--- config.mk ---
export PLATFORM = sky130hd
export DESIGN_NAME = pilot_insert
export DESIGN_NICKNAME = d
export VERILOG_FILES = /design/src/rtl/pilot_insert_pkg.sv /design/src/rtl/pilot_prbs.sv /design/src/rtl/pilot_insert.sv
export SDC_FILE = /design/constraint.sdc
export NUM_CORES = 1
export LEC_CHECK = 0
export BUFFER_PORTS_ARGS = -buffer_cell sky130_fd_sc_hd__buf_2
export CAP_MARGIN = 20
export CORE_MARGIN = 5
export CORE_UTILIZATION = 30
export DETAILED_ROUTE_END_ITERATION = 7
export PLACE_DENSITY = 0.51
export SKIP_CTS_REPAIR_TIMING = 1
export SLEW_MARGIN = 20
export SYNTH_ARGS = -nofsm -noshare
export SYNTH_HDL_FRONTEND = slang
export SYNTH_HIERARCHICAL = 1
export SYNTH_SLANG_ARGS = --single-unit
--- constraint.sdc ---
create_clock -name CLK_I -period 6.5 [get_ports CLK_I]
set_input_delay 0 -clock CLK_I [delete_from_list [all_inputs] [get_ports CLK_I]]
set_output_delay 0 -clock CLK_I [all_outputs]
set_load 0.05 [all_outputs]
--- src/rtl/pilot_insert_pkg.sv ---
// pilot_insert_pkg: shared constants, FSM state type and pilot helper for the subcarrier mapper
package pilot_insert_pkg;
  localparam int N_CAR = 200;
  localparam logic [1:0] ALLOC_NULL = 2'b00;
  localparam logic [1:0] ALLOC_DATA = 2'b01;
  localparam int ALLOC_PILOT = 1;
  localparam logic [15:0] PILOT_AMP = 16'h2000;
  localparam logic [10:0] PRBS_INIT = 11'h7FF;
  typedef enum logic [1:0] {IDLE, RUN, FLUSH, DRAIN} state_t;
  function automatic logic [31:0] pilot_word(input logic wk, input logic [15:0] amp);
    return {16'h0, wk ? 16'h0 - amp : amp};
  endfunction
endpackage

--- src/rtl/pilot_prbs.sv ---
// pilot_prbs: 11-bit pilot sign LFSR, reseeded per frame and stepped once per symbol
module pilot_prbs #(
  parameter logic [10:0] INIT = 11'h7FF
) (
  input  logic clk,
  input  logic rst_n,
  input  logic load,
  input  logic step,
  output logic wk
);
  logic [10:0] prbs;
  always_ff @(posedge clk)
    if (!rst_n || load) prbs <= INIT;
    else if (step) prbs <= {prbs[9:0], prbs[10] ^ prbs[8]};
  assign wk = prbs[0];
endmodule

--- src/rtl/pilot_insert.sv ---
// pilot_insert: maps a data symbol stream onto N_CAR carriers with PRBS-signed pilots and nulls
module pilot_insert #(
  parameter int          N_CAR     = pilot_insert_pkg::N_CAR,
  parameter logic [15:0] PILOT_AMP = pilot_insert_pkg::PILOT_AMP,
  parameter logic [10:0] PRBS_INIT = pilot_insert_pkg::PRBS_INIT
) (
  input  logic               CLK_I,
  input  logic               RST_I,
  input  logic [31:0]        DAT_I,
  input  logic               WE_I,
  input  logic               STB_I,
  input  logic               CYC_I,
  output logic               ACK_O,
  output logic [31:0]        DAT_O,
  output logic               CYC_O,
  output logic               STB_O,
  output logic               WE_O,
  input  logic               ACK_I,
  input  logic [2*N_CAR-1:0] ALLOC_VEC,
  output logic               VEC_LD
);
  import pilot_insert_pkg::*;
  localparam int CW = N_CAR > 1 ? $clog2(N_CAR) : 1;
  state_t state;
  logic [CW-1:0] car_cnt;
  logic [2*N_CAR-1:0] alloc_reg;
  logic [1:0] c;
  logic [31:0] next_word;
  logic cyc_pp, wk, datin_val, halt, rise, last, is_data, adv, load, wrap;
  assign c         = alloc_reg[2*car_cnt +: 2];
  assign is_data   = c == ALLOC_DATA;
  assign datin_val = WE_I & STB_I & CYC_I;
  assign halt      = STB_O & ~ACK_I;
  assign rise      = CYC_I & ~cyc_pp;
  assign last      = car_cnt == CW'(N_CAR - 1);
  assign load      = (state == IDLE) & rise;
  // FLUSH never waits for input: data carriers go out as zero
  assign adv       = ~halt & (((state == RUN) & (~is_data | datin_val)) | (state == FLUSH));
  assign wrap      = adv & last;
  assign ACK_O     = datin_val & ~halt & (state == RUN) & is_data;
  assign WE_O      = CYC_O;
  assign next_word = c[ALLOC_PILOT] ? pilot_word(wk, PILOT_AMP) :
                     (is_data & (state == RUN)) ? DAT_I : 32'h0;
  pilot_prbs #(.INIT(PRBS_INIT)) u_prbs (
    .clk(CLK_I), .rst_n(RST_I), .load(load), .step(wrap), .wk(wk)
  );
  always_ff @(posedge CLK_I) begin
    cyc_pp <= RST_I ? CYC_I : 1'b1;
    if (!RST_I) begin
      state     <= IDLE;
      car_cnt   <= '0;
      alloc_reg <= '0;
      DAT_O     <= '0;
      STB_O     <= 1'b0;
      CYC_O     <= 1'b0;
      VEC_LD    <= 1'b0;
    end else begin
      VEC_LD <= load | wrap;
      if (load | wrap) alloc_reg <= ALLOC_VEC;
      if (load) begin
        car_cnt <= '0;
        CYC_O   <= 1'b1;
        state   <= RUN;
      end
      if (adv) begin
        DAT_O   <= next_word;
        STB_O   <= 1'b1;
        car_cnt <= last ? '0 : car_cnt + 1'b1;
      end else if (~halt & ((state == RUN) | (state == FLUSH))) STB_O <= 1'b0;
      if ((state == RUN) & ~CYC_I) state <= wrap ? DRAIN : FLUSH;
      if ((state == FLUSH) & wrap) state <= DRAIN;
      if ((state == DRAIN) & ~halt) begin
        STB_O <= 1'b0;
        CYC_O <= 1'b0;
        state <= IDLE;
      end
    end
  end
endmodule

==> Word level (Yosys, flattened, before mapping) <==
Cells that the tools add are included.
{ "op_classes": {"add_sub_neg": 1, "n_eq_ne": 5, "shift": 1, "muxes": 12, "n_bitwise": 27, "n_reduce_logical": 7} }
{ "ops": {"columns": ["operator", "n"], "rows": [
  ["indexed part select 400 x 10 -> 2 bit", 1],
  ["two-way mux 32 bit", 2],
  ["two-way mux 8 bit", 3],
  ["bitwise AND 1 bit", 16],
  ["two-way mux 16 bit", 1],
  ["adder 8 x 1 -> 8 bit, second input constant", 1],
  ["equality test 8 bit, second input constant", 1],
  ["two-way mux 2 bit", 3],
  ["inverter 1 bit", 6],
  ["equality test 2 x 1 -> 1 bit, second input constant", 2],
  ["equality test 2 bit, second input constant", 2],
  ["OR 1 bit", 4],
  ["nonzero test 2 bit", 2],
  ["two-way mux 1 bit", 3],
  ["nonzero test 3 bit", 1],
  ["logical NOT 2 bit", 1],
  ["OR reduction 2 bit", 1],
  ["logical NOT 1 bit", 1],
  ["logical OR 1 bit", 1],
  ["bitwise XOR 1 bit", 1]
]} }
{ "word_totals": {"ff_bits": 457, "input_bits": 438, "output_inout_bits": 37, "wordCells": 62} }

==> Logic depth before layout (Yosys ltp) <==
{ "depth": {"word_depth": 11, "mapped_depth": 18, "ltp_nobuf": 10} }

==> Cells and area by module <==
The synthesis kept the hierarchy.
{ "by_module_without_submodules": {"columns": ["module", "instances", "cells_each", "area_per_inst_um2", "seq_area_each_um2"], "rows": [
  ["pilot_insert", 1, 2258, 21673.3, 8928.6],
  ["pilot_prbs", 1, 37, 404.1, 220.2]
]} }

==> Worst setup path before layout <==
Ideal clock, no wire load.
{ "synth_timing": {"path_kind": "register -> register", "start": "reg car_cnt[0]", "end": "reg u_prbs.prbs[1]", "setup_ns": 0.119, "arrival_time_ns": 3.326, "t_required_ns": 6.381, "slack_ns": 3.056, "path_stages_with_launch": 16, "n_path_buf": 5, "synth_period_minus_slack_ns": 3.444, "path_cell_list": "dfxtp_1 > buf_6 > buf_6 > buf_6 > mux4_2 > mux2_2 > o22ai_1 > nor4_1 > a31o_1 > o211ai_1 > o41ai_4 > buf_2 > nor2_1 > buf_6 > mux2i_1 > nand2_1"} }
{ "synth_via": {"elab_chain_len": 8, "elab_cells_between_ends": 9, "cone_classes": "2 x eq/ne; 1 x shift; 6 x bitwise"} }
{ "synth_lines": {"columns": ["element", "line", "rtl"], "rows": [
  ["from (decl)", "pilot_insert.sv:25", "logic [CW-1:0] car_cnt;"],
  ["from (signal assigned)", "pilot_insert.sv:68", "car_cnt <= last ? '0 : car_cnt + 1'b1;"],
  ["indexed part select 400 x 10 -> 2 bit", "pilot_insert.sv:30", "assign c = alloc_reg[2*car_cnt +: 2];"],
  ["equality test 2 x 1 -> 1 bit", "pilot_insert.sv:31", "assign is_data = c == ALLOC_DATA;"],
  ["inverter 1 bit", "pilot_insert.sv:38", "assign adv = ~halt & (((state == RUN) & (~is_data | datin_val)) | (state == FLUSH));"],
  ["OR 1 bit", "pilot_insert.sv:38", null],
  ["bitwise AND 1 bit", "pilot_insert.sv:38", null],
  ["OR 1 bit", "pilot_insert.sv:38", null],
  ["bitwise AND 1 bit", "pilot_insert.sv:38", null],
  ["bitwise AND 1 bit *", "pilot_insert.sv:39", "assign wrap = adv & last;"],
  ["via wrap", "pilot_insert.sv:29", "logic cyc_pp, wk, datin_val, halt, rise, last, is_data, adv, load, wrap;"],
  ["to (signal assigned)", "pilot_prbs.sv:14", "else if (step) prbs <= {prbs[9:0], prbs[10] ^ prbs[8]};"],
  ["to (decl)", "pilot_prbs.sv:11", "logic [10:0] prbs;"]
]} }
Mark *: on every way through the listed nets, which the timed path passes. The rest lies on a longest branch.
A chain may end at the register's enable or synchronous reset.

==> Worst setup path after layout <==
{ "layout_timing": {"start": "reg car_cnt[1]", "end": "reg alloc_reg[0]"} }
{ "layout_via": {"elab_chain_len": 9, "elab_cells_between_ends": 10, "cone_classes": "2 x eq/ne; 1 x shift; 7 x bitwise"} }
{ "layout_lines": {"columns": ["element", "line", "rtl"], "rows": [
  ["indexed part select 400 x 10 -> 2 bit", "pilot_insert.sv:30", null],
  ["equality test 2 x 1 -> 1 bit", "pilot_insert.sv:31", null],
  ["inverter 1 bit", "pilot_insert.sv:38", null],
  ["OR 1 bit", "pilot_insert.sv:38", null],
  ["bitwise AND 1 bit", "pilot_insert.sv:38", null],
  ["OR 1 bit", "pilot_insert.sv:38", null],
  ["bitwise AND 1 bit", "pilot_insert.sv:38", null],
  ["bitwise AND 1 bit *", "pilot_insert.sv:39", null],
  ["OR 1 bit *", "pilot_insert.sv:59", "if (load | wrap) alloc_reg <= ALLOC_VEC;"],
  ["to (signal assigned)", "pilot_insert.sv:52", "alloc_reg <= '0;"],
  ["to (signal assigned)", "pilot_insert.sv:59", null],
  ["to (decl)", "pilot_insert.sv:26", "logic [2*N_CAR-1:0] alloc_reg;"]
]} }
Every way passes the cells marked *; elsewhere a longest branch is shown, timed or not.

==> flow_summary.yaml <==
timing:
  final_hold_viol_count: 0
  fmax_ghz: 0.1861
  min_period_ns: 5.375
  setup_ws_ns: 1.126
  fin_crit_sh: 0.8268
  tns_ns: 0
  rsz0062_at_grt: "no"
  worstMarginPinSlew_ns: 1.162
  relSlewSlack: 0.2250
  maxSlewViolCount: 0
  timing.hold.ws_ns: 0.01307
  finClkSkew_ns: 0.01523
  finalSetupViolCount: 0
critical_path:
  arrival_ns: 5.92
  r2r-start: "car_cnt[1]"
  required_ns: 7.04
  cp-end-kind: "flop"
  crit_path_start_kind: "flop"
  worst-setup-path-type: "reg -> reg"
  crit_start: "car_cnt[1]"
  crit_fanout: 40
grt:
  grt_first_pass_wirelength_um: 106000
  grt_pass1_vias: 18000
  grt_antenna_before_repair: 4
  grtUsageTotal: 0.1711
  grt_remaining_overflow: 0
  grt_max_degree: 251
run_status:
  status: "completed"
final_layout:
  layout-drive-gt1-share: 0.2141
  nFillCells: 6977
  largest_reg_flops: 400
  layout.nets: 3634
  synthToLayoutAreaGrowth_pct: 42.96
route:
  ant_nets: 0
  wirelength_um: 78250
  vias: 19610
  wl_per_cell_um: 18.64
  dr.first_iter.drc_count: 1011
  remaining_drc_errors: 0
  first_pass_iters: 5
  via_per_inst: 4.672
place:
  preCtsSetupSlack_ns: 1.538
  dpl.hpwl_um: 52730
  io_buffers: 474
  gp_congestion: 0.7995
yosys:
  yosysWarningCount: 6
  ys_async_sr_fraction: 0
  syn_avg_cell_area_um2: 9.620
  yosysSeqAreaShare: 0.4144
  ys_ff_latch: 457
  synthFlopType: "dfxtp_1"
  synth_area_um2: 22080
  ys_top_cells_by_area: "dfxtp_1 (41%), mux2i_1 (22%), nand2_1 (14%)"
  synth_top_area_frac: 0.4144
  synth_cell_types: 63
  synth-edff-count: 0
  synth_cells: 2295
  yosysTopAreaCell: "dfxtp_1"
  syn_nets: 2738
power:
  pwr-share-comb: 0.141
  p_switching_mw: 1.805
  p_leak_nw: 14.96
  p_per_area_nw_per_um2: 225.7
  p_int_mw: 5.318
  switching_share: 0.2535
  clkPwrFrac: 0.441
  peakVddDrop_mv: 0.1920
  power_mw: 7.123
  seq_power_share: 0.418
clocking:
  clk_latency_ns: 0.60
  htree_levels: 2
  clock_path_buffers: 3
  numCtsBuffers: 54
  cts_sinks: 457
  cts_root_buffer: "clkbuf_16"
  cts_tree: "done"
  clk_pin_slew_ns: 0.07
die:
  start_util: 0.3026
  die_width_um: 281.3
  ios: 475
  die_area_um2: 79120
  rows: 99
  core_um2: 72960
  die_h_um: 281.3
run:
  cap_violations: 0
hold_path:
  hp-start: "RST_I"
  hold_class: "in -> reg"
## final cells by class
type / instances / area, um2 / share of cell area
clock buffer: 77 / 1578 / 0.04999
tap: 959 / 1200 / 0.03802
clock inverter: 20 / 259.0 / 0.008206
multi-input combinational: 1635 / 11290 / 0.3577
timing repair buffer: 1032 / 8018 / 0.2540
inverter: 11 / 41.29 / 0.001308
antenna: 6 / 15.01 / 0.0004757
sequential: 457 / 9161 / 0.2903
## layer usage
layer / vias to the layer above / wire, um / track usage
met1: 9348 / 34370 / 0.2274
met3: 152 / 3428 / 0.03032
li1: 9613 / - / -
met4: 0 / 2369 / 0.04760
met5: - / 0 / 0
met2: 496 / 38090 / 0.2876
## through the flow
stage | cells | utilization | instance area (um2)
after floorplan | 2295 | - | 22080
after global placement | 3576 | 0.3361 | 24520
after detailed placement | 3576 | 0.3361 | 24520
after CTS | 3673 | 0.3613 | 26360
after global routing | 4192 | 0.4324 | 31550
final | 4197 | 0.4326 | 31560
## cells by family after synthesis
family | Yosys count | share of synthesized area
flops | 457 | 0.4144
fa+ha+maj | 5 | 0.002834
mux | 566 | 0.2941
buf+inv | 203 | 0.07481
xor+xnor | 1 | 0.0003968
compound gates | 128 | 0.04585
simple gates | 935 | 0.1676
## power groups by stage
stage          Combinational, mW  Clock [mW]  Sequential (mW)
2_1_floorplan              0.524           0             3.02
3_3_place_gp               0.754           0             3.03
3_5_place_dp               0.764           0             3.04
4_1_cts                    0.767        3.24             2.98
5_1_grt                     1.09        3.35             2.99
6_report                    1.01        3.14             2.98
## final timing paths
path              slack (ns)  depth (start not counted)             end
hold reg to reg         0.46                          2  alloc_reg[231]
hold / removal          0.01                          3           STB_O
setup / recovery        1.13                         13    alloc_reg[0]
setup reg to reg        1.13                         13    alloc_reg[0]
## critical path: stages (launching register included)
cell	delay (ns)
dfxtp_4	0.85
buf_4	0.41
mux4_2	0.37
mux4_2	0.52
o22ai_1	0.24
nor3_1	0.13
nor3_2	0.37
a2111oi_4	0.14
o41ai_4	0.38
o21a_4	0.52
buf_12	0.31
buf_4	0.24
mux2i_1	0.20
dlygate4sd3_1	0.56
## cells in the mapped netlist (all sizes together) (15+ instances only)
library cell	number
a21oi	17
a22o	31
a22oi	25
buf	87
clkbuf	105
dfxtp	457
mux2i	493
mux4	65
nand2	838
nand3	21
nor2	18
nor2b	15
## placed cells by master, fill, tap and decap left out, types with 4 or more instances in the layout
cell / n
a211oi_1: 7
a21oi_1: 17
a221oi_1: 4
a22o_1: 31
a22oi_1: 25
a31oi_1: 7
and2_1: 4
buf_12: 12
buf_2: 473
buf_4: 28
bufinv_16: 5
clkbuf_1: 9
clkbuf_16: 54
clkbuf_8: 14
clkinv_2: 7
dfxtp_1: 453
diode_2: 6
dlygate4sd3_1: 518
ha_1: 5
inv_1: 11
mux2_2: 8
mux2i_1: 493
mux4_2: 64
nand2_1: 838
nand2b_1: 7
nand3_1: 21
nor2_1: 18
nor2b_1: 15
nor3_1: 8
o211ai_1: 4
o22ai_1: 5
No activity file was read; power rests on OpenSTA's default activity.
